### src/rtl/machine_timer_pkg.sv
// Shared constants and helpers for the memory-mapped machine timer.
// Register offsets are in 32-bit words from the window base.
package machine_timer_pkg;

  localparam int unsigned OFF_MTIME_LO = 0;
  localparam int unsigned OFF_MTIME_HI = 1;
  localparam int unsigned OFF_CMP_BASE = 2;

  localparam logic [63:0] MTIMECMP_RESET = 64'hffff_ffff_ffff_ffff;
  // Enable set, divisor zero.
  localparam logic [31:0] CTRL_RESET = 32'h0000_0001;

  function automatic int unsigned ctrl_offset(input int unsigned num_cmp);
    return OFF_CMP_BASE + 2 * num_cmp;
  endfunction

  function automatic int unsigned window_words(input int unsigned num_cmp);
    return ctrl_offset(num_cmp) + 1;
  endfunction

  // Byte-lane merge: [0] covers 7:0, [1] covers 15:8, [2] covers 31:16.
  function automatic logic [31:0] apply_sections(input logic [31:0] old_value,
                                                 input logic [31:0] new_value,
                                                 input logic [2:0]  sections);
    logic [31:0] merged;
    merged = old_value;
    if (sections[0]) merged[7:0]   = new_value[7:0];
    if (sections[1]) merged[15:8]  = new_value[15:8];
    if (sections[2]) merged[31:16] = new_value[31:16];
    return merged;
  endfunction

endpackage

### src/rtl/machine_timer_if.sv
// Core data-port view of the machine timer: address/write in, registered read and irqs out.
interface machine_timer_if #(
  parameter int NUM_CMP = 1
);
  logic [31:0]        memory_address;
  logic [31:0]        memory_write_value;
  logic [2:0]         memory_write_sections;
  logic [31:0]        read_value;
  logic               read_hit;
  logic [NUM_CMP-1:0] timer_irq;

  modport master (
    output memory_address, memory_write_value, memory_write_sections,
    input  read_value, read_hit, timer_irq
  );

  modport slave (
    input  memory_address, memory_write_value, memory_write_sections,
    output read_value, read_hit, timer_irq
  );
endinterface

### src/rtl/machine_timer_compare.sv
// One mtimecmp channel: strobed 64-bit compare register and a registered
// unsigned mtime >= mtimecmp interrupt.
module timer_compare
  import machine_timer_pkg::*;
(
  input  logic        clk24,
  input  logic        rst_n,
  input  logic [63:0] mtime,
  input  logic        write_lo,
  input  logic        write_hi,
  input  logic [31:0] write_value,
  input  logic [2:0]  write_sections,
  output logic [63:0] mtimecmp,
  output logic        irq
);

  always_ff @(posedge clk24 or negedge rst_n) begin
    if (!rst_n) begin
      mtimecmp <= MTIMECMP_RESET;
    end else begin
      if (write_lo) mtimecmp[31:0]  <= apply_sections(mtimecmp[31:0], write_value, write_sections);
      if (write_hi) mtimecmp[63:32] <= apply_sections(mtimecmp[63:32], write_value, write_sections);
    end
  end

  // Level output from registered operands, so it drops as soon as the compare no longer holds.
  always_ff @(posedge clk24 or negedge rst_n) begin
    if (!rst_n) irq <= 1'b0;
    else        irq <= (mtime >= mtimecmp);
  end

endmodule

### src/rtl/machine_timer.sv
// RISC-V machine timer: prescaled 64-bit mtime, NUM_CMP compare channels,
// torn-read-free MTIME hi via a shadow captured on MTIME lo reads.
module machine_timer
  import machine_timer_pkg::*;
#(
  parameter int          NUM_CMP        = 1,
  parameter logic [31:0] BASE_ADDRESS   = 32'h8000_0000,
  parameter int          PRESCALE_WIDTH = 8
) (
  input  logic            clk24,
  input  logic            rst_n,
  machine_timer_if.slave  bus
);

  localparam logic [29:0] WORD_MTIME_LO = 30'(OFF_MTIME_LO);
  localparam logic [29:0] WORD_MTIME_HI = 30'(OFF_MTIME_HI);
  localparam logic [29:0] WORD_CTRL     = 30'(ctrl_offset(NUM_CMP));
  localparam logic [31:0] WINDOW_BYTES  = 32'(window_words(NUM_CMP) * 4);
  localparam logic [31:0] DIVISOR_MASK  = 32'(((64'd1 << PRESCALE_WIDTH) - 64'd1) << 8);
  localparam logic [31:0] CTRL_MASK     = DIVISOR_MASK | 32'd1;

  logic [31:0]               rel_address;
  logic [29:0]               word;
  logic                      in_window;
  logic                      write_any;
  logic                      write_mtime_lo;
  logic                      write_mtime_hi;
  logic                      write_ctrl;
  logic                      snapshot;

  logic [63:0]               mtime;
  logic [PRESCALE_WIDTH-1:0] prescale_count;
  logic [31:0]               ctrl;
  logic [31:0]               ctrl_next;
  logic                      divisor_change;
  logic                      enable;
  logic [PRESCALE_WIDTH-1:0] divisor;
  logic [31:0]               shadow;

  logic [63:0]               cmp_value [NUM_CMP];
  logic [NUM_CMP-1:0]        irq;

  logic [31:0]               read_next;
  logic [31:0]               read_value;
  logic                      read_hit;

  // Unsigned subtraction wraps addresses below the base to large offsets, outside the window.
  assign rel_address    = bus.memory_address - BASE_ADDRESS;
  assign word           = rel_address[31:2];
  assign in_window      = rel_address < WINDOW_BYTES;
  assign write_any      = in_window && (bus.memory_write_sections != 3'b000);
  assign write_mtime_lo = write_any && (word == WORD_MTIME_LO);
  assign write_mtime_hi = write_any && (word == WORD_MTIME_HI);
  assign write_ctrl     = write_any && (word == WORD_CTRL);
  assign snapshot       = in_window && (word == WORD_MTIME_LO) && (bus.memory_write_sections == 3'b000);

  assign enable         = ctrl[0];
  assign divisor        = ctrl[8 +: PRESCALE_WIDTH];
  assign ctrl_next      = apply_sections(ctrl, bus.memory_write_value, bus.memory_write_sections) & CTRL_MASK;
  assign divisor_change = write_ctrl && (((ctrl_next ^ ctrl) & DIVISOR_MASK) != 32'd0);

  always_ff @(posedge clk24 or negedge rst_n) begin
    if (!rst_n)          ctrl <= CTRL_RESET;
    else if (write_ctrl) ctrl <= ctrl_next;
  end

  // A software write to mtime wins over the tick and restarts the prescale period.
  always_ff @(posedge clk24 or negedge rst_n) begin
    if (!rst_n) begin
      mtime          <= 64'd0;
      prescale_count <= '0;
    end else if (write_mtime_lo) begin
      mtime[31:0]    <= apply_sections(mtime[31:0], bus.memory_write_value, bus.memory_write_sections);
      prescale_count <= '0;
    end else if (write_mtime_hi) begin
      mtime[63:32]   <= apply_sections(mtime[63:32], bus.memory_write_value, bus.memory_write_sections);
      prescale_count <= '0;
    end else begin
      if (enable) begin
        if (prescale_count == divisor) begin
          mtime          <= mtime + 64'd1;
          prescale_count <= '0;
        end else begin
          prescale_count <= prescale_count + 1'b1;
        end
      end
      if (divisor_change) prescale_count <= '0;
    end
  end

  // MTIME hi reads the shadow, so a hi write must land there to read back.
  always_ff @(posedge clk24 or negedge rst_n) begin
    if (!rst_n)              shadow <= 32'd0;
    else if (write_mtime_hi) shadow <= apply_sections(mtime[63:32], bus.memory_write_value,
                                                      bus.memory_write_sections);
    else if (snapshot)       shadow <= mtime[63:32];
  end

  for (genvar k = 0; k < NUM_CMP; k++) begin : g_cmp
    timer_compare u_compare (
      .clk24          (clk24),
      .rst_n          (rst_n),
      .mtime          (mtime),
      .write_lo       (write_any && (word == 30'(OFF_CMP_BASE + 2 * k))),
      .write_hi       (write_any && (word == 30'(OFF_CMP_BASE + 2 * k + 1))),
      .write_value    (bus.memory_write_value),
      .write_sections (bus.memory_write_sections),
      .mtimecmp       (cmp_value[k]),
      .irq            (irq[k])
    );
  end

  always_comb begin
    read_next = 32'd0;
    if (in_window) begin
      if (word == WORD_MTIME_LO)      read_next = mtime[31:0];
      else if (word == WORD_MTIME_HI) read_next = shadow;
      else if (word == WORD_CTRL)     read_next = ctrl;
      for (int k = 0; k < NUM_CMP; k++) begin
        if (word == 30'(OFF_CMP_BASE + 2 * k))     read_next = cmp_value[k][31:0];
        if (word == 30'(OFF_CMP_BASE + 2 * k + 1)) read_next = cmp_value[k][63:32];
      end
    end
  end

  // Read stage: one-cycle latency to line up with block RAM on the core read mux.
  always_ff @(posedge clk24 or negedge rst_n) begin
    if (!rst_n) begin
      read_value <= 32'd0;
      read_hit   <= 1'b0;
    end else begin
      read_value <= read_next;
      read_hit   <= in_window;
    end
  end

  assign bus.read_value = read_value;
  assign bus.read_hit   = read_hit;
  assign bus.timer_irq  = irq;

endmodule

### src/flat_wrapper.sv
// flat-port wrapper written by rule: the top's interface ports become plain ports
module machine_timer_flat import machine_timer_pkg::*;
#(
  parameter int          NUM_CMP        = 1,
  parameter logic [31:0] BASE_ADDRESS   = 32'h8000_0000,
  parameter int          PRESCALE_WIDTH = 8
)
  (clk24, rst_n, bus_memory_address, bus_memory_write_value, bus_memory_write_sections, bus_read_value, bus_read_hit, bus_timer_irq);
  machine_timer_if #(.NUM_CMP(NUM_CMP)) bus_i ();
  input  logic clk24;
  input  logic rst_n;
  input wire logic [$bits(bus_i.memory_address)-1:0] bus_memory_address;
  input wire logic [$bits(bus_i.memory_write_value)-1:0] bus_memory_write_value;
  input wire logic [$bits(bus_i.memory_write_sections)-1:0] bus_memory_write_sections;
  output wire logic [$bits(bus_i.read_value)-1:0] bus_read_value;
  output wire logic [$bits(bus_i.read_hit)-1:0] bus_read_hit;
  output wire logic [$bits(bus_i.timer_irq)-1:0] bus_timer_irq;
  assign bus_i.memory_address = bus_memory_address;
  assign bus_i.memory_write_value = bus_memory_write_value;
  assign bus_i.memory_write_sections = bus_memory_write_sections;
  assign bus_read_value = bus_i.read_value;
  assign bus_read_hit = bus_i.read_hit;
  assign bus_timer_irq = bus_i.timer_irq;
  machine_timer #(.NUM_CMP(NUM_CMP), .BASE_ADDRESS(BASE_ADDRESS), .PRESCALE_WIDTH(PRESCALE_WIDTH)) u_core (.clk24(clk24), .rst_n(rst_n), .bus(bus_i));
endmodule
### config.mk
export PLATFORM = sky130hd
export DESIGN_NAME = machine_timer_flat
export DESIGN_NICKNAME = d
export VERILOG_FILES = /design/src/rtl/machine_timer_pkg.sv /design/src/rtl/machine_timer_if.sv /design/src/rtl/machine_timer_compare.sv /design/src/rtl/machine_timer.sv /design/src/flat_wrapper.sv
export SDC_FILE = /design/constraint.sdc
export NUM_CORES = 1
export LEC_CHECK = 0
export CORE_ASPECT_RATIO = 1.4
export CORE_MARGIN = 3
export CORE_UTILIZATION = 60
export CTS_CLUSTER_DIAMETER = 60
export CTS_CLUSTER_SIZE = 25
export DETAILED_ROUTE_END_ITERATION = 8
export PLACE_DENSITY_LB_ADDON = 0.3
export SLEW_MARGIN = 10
export SYNTH_ARGS = -nofsm -noshare
export SYNTH_HDL_FRONTEND = slang
export SYNTH_SLANG_ARGS = --single-unit
### constraint.sdc
create_clock -name clk24 -period 6.1 [get_ports clk24]
set_clock_uncertainty 0.2 [all_clocks]
set_input_delay 1.22 -clock clk24 [delete_from_list [all_inputs] [get_ports clk24]]
set_output_delay 1.22 -clock clk24 [all_outputs]
set_load 0.02 [all_outputs]
==> results.yml, run 1 <==
floorplanning:
  rows: 63
  floorplan.initialDensity: 0.618
  top_level_port_count: 103
  die_w_um: 132
  floorplan.die.height_um: 182
  die_area_mm2: 0.0239
  design.core.area_mm2: 0.0214
timing:
  grt_setup_unrepaired: "false"
  worstMarginPinSlew_ns: 1.19
  final_min_period_over_clock_period: 0.745
  min_period_ns: 4.55
  report.final.setup_viol: 0
  finalWorstSetupSlack_ns: 1.55
  slew_headroom: 0.209
  count_of_endpoints_failing_hold_in_the_final_timing_report: 0
  report.final.slew_viol_count: 0
  worst_slack_on_hold_paths_ns: 0.297
  setup_total_negative_slack_ns: 0
  achievable-frequency_ghz: 0.220
logic_synthesis:
  ys_seq_elements: 211
  gate_count_of_the_mapped_netlist: 1413
  synth_fp_nets: 1548
  synth_top_cells_by_count: "146 x sky130_fd_sc_hd__dfrtp_1, 105 x sky130_fd_sc_hd__a21oi_1, 98 x sky130_fd_sc_hd__nor2_1"
  netlist_cell_types: 77
  postSynth.asyncResetShare: 1.00
  synth_top_area_cell: "sky130_fd_sc_hd__dfrtp_1"
  synth.most_common_cell: "sky130_fd_sc_hd__dfrtp_1"
  yosys_most_used_dff: "sky130_fd_sc_hd__dfrtp_1"
  ys_warn_count: 0
  postSynthAreaPerCell_um2: 9.37
  netlist_top_cells_area: "sky130_fd_sc_hd__dfrtp_1 28%, sky130_fd_sc_hd__dfstp_2 13%, sky130_fd_sc_hd__ha_1 6.2%, sky130_fd_sc_hd__a21oi_1 4.0%, sky130_fd_sc_hd__mux2_1 3.7%"
  synth_enable_flop_cells: 0
  cell_area_synth_mm2: 0.0132
  seq_area_frac_synth: 0.405
  synth_top_cell_area_share: 0.276
placement:
  dpl_worst_slack_ns: 1.08
  finalWeightedCongestion: 1.02
  place.detailed.hpwl_mm: 31.5
  io_buffer_count: 100
clock_network:
  post_cts.repair.setup_buffers: 0
  path_clk_slew_ns: 0.09
  post_cts_resized: 0
  cts-hold-fix-buffers: 0
  cts_buffer_depth: 3
  cts_root_buffer: "sky130_fd_sc_hd__clkbuf_16"
  insertion_delay_ns: 0.50
  cts.sinks: 211
  tritoncts.num_buffers: 15
  tritoncts: "built"
  cts.htree.levels: 1
power:
  cellLeakagePower_nw: 6.30
  worst_ir_drop_vdd_v: 0.000243
  total_power_mw: 2.65
  power_density_mw_per_mm2: 176
critical_path:
  timing.setup.critical_path_class: "input pin to flip-flop"
  endpoint_kind: "flip-flop"
  worst_setup_path_start_kind: "input pin"
  worstPathArrival_ns: 4.73
  rrSetupSlack_ns: 2.22
  worst-path-max-fanout: 15
  worst-endpoint-required_ns: 6.29
routing:
  drt-wirelength-per-cell_um: 24.7
  post-route-drc-count: 0
  detail_routed_via_count_per_cell: 7.00
  ant_nets: 0
  vias: 12468
  initialDrtViolationCount: 1477
  dr.pass1.iters: 6
  wirelength_mm: 44.0
global_routing:
  grt_remaining_overflow: 0
  grtUsageTotal: 0.360
  initial_antenna_violation_count: 0
  pin_count_of_the_biggest_net_entering_global_routing: 123
  first_pass_grt_wire_length_mm: 68.8
  first_global_vias: 12396
cells_and_area:
  ratio_of_cells_with_drive_above_1_in_the_final_layout: 0.120
  design.final.nets: 1615
  n_fill_cell: 1652
  layout-area-overhead-vs-synth_pct: 13.8
  finalCoreUtilization: 0.703
  antenna-diode-count: 0
min_path:
  min_path_type: "flip-flop to flip-flop"
run:
  max_cap_check_violation_count: 0
status:
  outcome: "finished clean"
[logic make-up after synthesis]
| group | count (synthesis) | share of synthesized area |
|---|---|---|
| AND/OR/NAND/NOR | 459 | 0.191 |
| adder cells (fa/ha/maj) | 66 | 0.0623 |
| XOR/XNOR | 20 | 0.0132 |
| multiplexers | 75 | 0.0629 |
| AO/OA/AOI/OAI | 411 | 0.215 |
| flip-flops | 211 | 0.405 |
| buffers and inverters | 171 | 0.0511 |
[final timing paths]
kind                                                        start                               endpoint  cells past startpoint
hold reg to reg             u_core.g_cmp[0].u_compare.mtimecmp[2]  u_core.g_cmp[0].u_compare.mtimecmp[2]                      2
setup / recovery                           bus_memory_address[28]                       u_core.mtime[47]                      7
hold / removal              u_core.g_cmp[0].u_compare.mtimecmp[2]  u_core.g_cmp[0].u_compare.mtimecmp[2]                      2
min in group asynchronous                                   rst_n              u_core.bus.read_value[20]                      1
max in group asynchronous                                   rst_n                       u_core.mtime[40]                      2
setup reg to reg           u_core.g_cmp[0].u_compare.mtimecmp[52]          u_core.g_cmp[0].u_compare.irq                      7
[through the flow]
step	std cells	cell area [um^2]
3_5_place_dp	1755	14500
6_report	1781	15100
2_1_floorplan	1413	13200
4_1_cts	1781	15100
3_3_place_gp	1755	14500
5_1_grt	1781	15100
[placed cells by master (no fill, tap or decap), types with 43 or more instances in the layout]
cell	count
sky130_fd_sc_hd__a21oi_1	105
sky130_fd_sc_hd__clkdlybuf4s50_1	99
sky130_fd_sc_hd__dfrtp_1	146
sky130_fd_sc_hd__dfstp_2	65
sky130_fd_sc_hd__ha_1	66
sky130_fd_sc_hd__inv_1	93
sky130_fd_sc_hd__mux2_1	43
sky130_fd_sc_hd__nand2_1	84
sky130_fd_sc_hd__nand3_1	60
sky130_fd_sc_hd__nand4_1	43
sky130_fd_sc_hd__nor2_1	98
sky130_fd_sc_hd__nor3_1	54
sky130_fd_sc_hd__o21ai_0	51
[critical path, cell delays in order]
cell,delay [ns]
sky130_fd_sc_hd__clkdlybuf4s50_1,0.40
sky130_fd_sc_hd__nor4_1,0.41
sky130_fd_sc_hd__nand4_2,0.54
sky130_fd_sc_hd__or4_1,0.92
sky130_fd_sc_hd__nor2_2,0.78
sky130_fd_sc_hd__o21ai_0,0.16
sky130_fd_sc_hd__o311ai_1,0.29
[layout make-up]
cell class              count  area (um^2)  share of cell area
clock inverters            10          138             0.00913
flip-flops and latches    211         5360               0.356
well taps                 292          365              0.0242
inverters                  93          349              0.0232
multi-input cells        1031         7240               0.480
repair buffers            128         1230              0.0815
clock buffers              16          389              0.0258
[sequential cells by signal, indices dropped and copies added, names as in the netlist, named ones only]
name and flops:
u_core.ctrl 8, u_core.shadow 32, u_core.prescale_count 8, u_core.g_cmp.u_compare.mtimecmp 64
u_core.g_cmp.u_compare.irq 1, u_core.mtime 64, u_core.bus.read_hit 1, u_core.bus.read_value 32
[power breakdown]
group | leakage, nW | total, mW | internal [mW] | switching (mW)
Clock | 0.260 | 1.11 | 0.568 | 0.539
Combinational | 3.57 | 0.139 | 0.0528 | 0.0860
Sequential | 2.47 | 1.40 | 1.40 | 0.0000315
[layer usage]
layer,vias to the layer above,GRT usage,share of wire
met2,794,0.591,0.48
met1,5961,0.439,0.36
met5,-,0,0
li1,5487,-,-
met4,0,0.243,0.075
met3,226,0.0546,0.086
No activity file was read; power rests on OpenSTA's default activity.
==> run 2: changes to the inputs <==
--- a/config.mk
+++ b/config.mk
@@ -7,7 +7,7 @@
 export LEC_CHECK = 0
 export CORE_ASPECT_RATIO = 1.4
 export CORE_MARGIN = 3
-export CORE_UTILIZATION = 60
+export CORE_UTILIZATION = 54
 export CTS_CLUSTER_DIAMETER = 60
 export CTS_CLUSTER_SIZE = 25
 export DETAILED_ROUTE_END_ITERATION = 8
==> constraint.sdc (replaced) <==
create_clock -name clk24 -period 3.9 [get_ports clk24]
set_clock_uncertainty 0.2 [all_clocks]
set_input_delay 0.78 -clock clk24 [delete_from_list [all_inputs] [get_ports clk24]]
set_output_delay 0.78 -clock clk24 [all_outputs]
set_load 0.02 [all_outputs]
==> results.yml, run 2 (synthesized netlist as in run 1, its figures left out) <==
status:
  outcome: "finished clean"
timing:
  worst_slack_on_hold_paths_ns: 0.0415
  grt_setup_unrepaired: "false"
  slew_headroom: 0.282
  finalWorstSetupSlack_ns: 0.490
  worstMarginPinSlew_ns: 1.07
  final_min_period_over_clock_period: 0.874
  report.final.slew_viol_count: 0
  achievable-frequency_ghz: 0.293
  count_of_endpoints_failing_hold_in_the_final_timing_report: 0
  report.final.setup_viol: 0
  min_period_ns: 3.41
  setup_total_negative_slack_ns: 0
cells_and_area:
  design.final.nets: 1663
  antenna-diode-count: 0
  ratio_of_cells_with_drive_above_1_in_the_final_layout: 0.147
  finalCoreUtilization: 0.650
  final_cell_mix: "146 x sky130_fd_sc_hd__dfrtp_1, 105 x sky130_fd_sc_hd__a21oi_1, 99 x sky130_fd_sc_hd__clkdlybuf4s50_1, 98 x sky130_fd_sc_hd__nor2_1, 93 x sky130_fd_sc_hd__inv_1"
  layout-area-overhead-vs-synth_pct: 18.0
  layout.cells.most_common: "sky130_fd_sc_hd__dfrtp_1"
  layout_top_registers: "u_core.g_cmp.u_compare.mtimecmp x64, u_core.mtime x64"
critical_path:
  worst-path-max-fanout: 9
  timing.setup.critical_path_class: "flip-flop to flip-flop"
  worst-endpoint-required_ns: 4.06
  endpoint_kind: "flip-flop"
  worstPathArrival_ns: 3.57
  worst_setup_path_start_kind: "flip-flop"
  timing.reg2reg.worst_path_depth: 6
floorplanning:
  floorplan.die.height_um: 191
  die_w_um: 138
  design.core.area_mm2: 0.0241
  rows: 67
  top_level_port_count: 103
  floorplan.initialDensity: 0.551
  die_area_mm2: 0.0265
global_routing:
  grt_remaining_overflow: 0
  first_global_vias: 12353
  grtUsageTotal: 0.342
  initial_antenna_violation_count: 0
  first_pass_grt_wire_length_mm: 71.3
  pin_count_of_the_biggest_net_entering_global_routing: 79
clock_network:
  post_cts.repair.setup_buffers: 0
  tritoncts.num_buffers: 18
  cts.htree.levels: 1
  cts.sinks: 211
  cts_buffer_depth: 3
  post_cts_resized: 0
  tritoncts: "built"
  path_clk_slew_ns: 0.08
  cts_root_buffer: "sky130_fd_sc_hd__clkbuf_16"
  insertion_delay_ns: 0.51
  cts-hold-fix-buffers: 0
routing:
  initialDrtViolationCount: 1252
  dr.pass1.iters: 6
  ant_nets: 0
  wirelength_mm: 46.2
  detail_routed_via_count_per_cell: 6.81
  drt-wirelength-per-cell_um: 25.0
  post-route-drc-count: 0
  vias: 12590
placement:
  dpl_worst_slack_ns: 0.160
  place.detailed.hpwl_mm: 33.8
  io_buffer_count: 100
  finalWeightedCongestion: 1.02
power:
  cellLeakagePower_nw: 6.60
  power_density_mw_per_mm2: 283
  worst_ir_drop_vdd_v: 0.000392
  total_power_mw: 4.43
run:
  max_cap_check_violation_count: 0
min_path:
  min_path_type: "input pin to async pin"
==> run 2: path summary, 6_finish.rpt <==
kind | startpoint | end | slack (ns)
setup / recovery | u_core.mtime[13] | u_core.mtime[53] | 0.49
hold / removal | rst_n | u_core.bus.read_value[22] | 0.04
setup reg to reg | u_core.mtime[13] | u_core.mtime[53] | 0.49
hold reg to reg | u_core.g_cmp[0].u_compare.mtimecmp[6] | u_core.g_cmp[0].u_compare.mtimecmp[6] | 0.30
max in group asynchronous | rst_n | u_core.g_cmp[0].u_compare.mtimecmp[42] | 2.61
min in group clk24 | u_core.g_cmp[0].u_compare.mtimecmp[6] | u_core.g_cmp[0].u_compare.mtimecmp[6] | 0.30
==> run 2: metal layers <==
layer,up-vias,wire [um],global-route usage
li1,5595,-,-
met1,6061,16900,0.414
met2,714,21900,0.570
met3,220,3280,0.0378
met4,0,4050,0.245
met5,-,0,0
==> run 2: worst max-delay path, cell delays in order, from the launching register on <==
cell and delay [ns]:
sky130_fd_sc_hd__dfrtp_1 0.60, sky130_fd_sc_hd__nand4_1 0.34, sky130_fd_sc_hd__or3_1 0.54, sky130_fd_sc_hd__nor3_1 0.63, sky130_fd_sc_hd__nand3_1 0.34, sky130_fd_sc_hd__o31ai_1 0.41
sky130_fd_sc_hd__o311ai_1 0.19
==> run 2: report_power, final <==
group / internal [mW] / switching (mW) / leakage (nW) / total (mW)
Sequential: 2.19 / 0.0000542 / 2.47 / 2.19
Clock: 1.06 / 0.954 / 0.322 / 2.01
Combinational: 0.0860 / 0.142 / 3.81 / 0.228
==> run 2: per-stage QoR <==
| stage | area [um^2] | cells |
|---|---|---|
| 3_5_place_dp | 15000 | 1818 |
| 2_1_floorplan | 13200 | 1413 |
| 6_report | 15600 | 1850 |
| 5_1_grt | 15600 | 1850 |
| 4_1_cts | 15600 | 1850 |
| 3_3_place_gp | 15000 | 1818 |
==> run 2: final cells by class <==
class                      count  area [um^2]
multi-input combinational   1031         7240
timing repair buffer         173         1630
inverter                      93          349
sequential                   211         5360
tap                          310          388
fill                        1983         8430
clock inverter                 9          158
clock buffer                  23          510
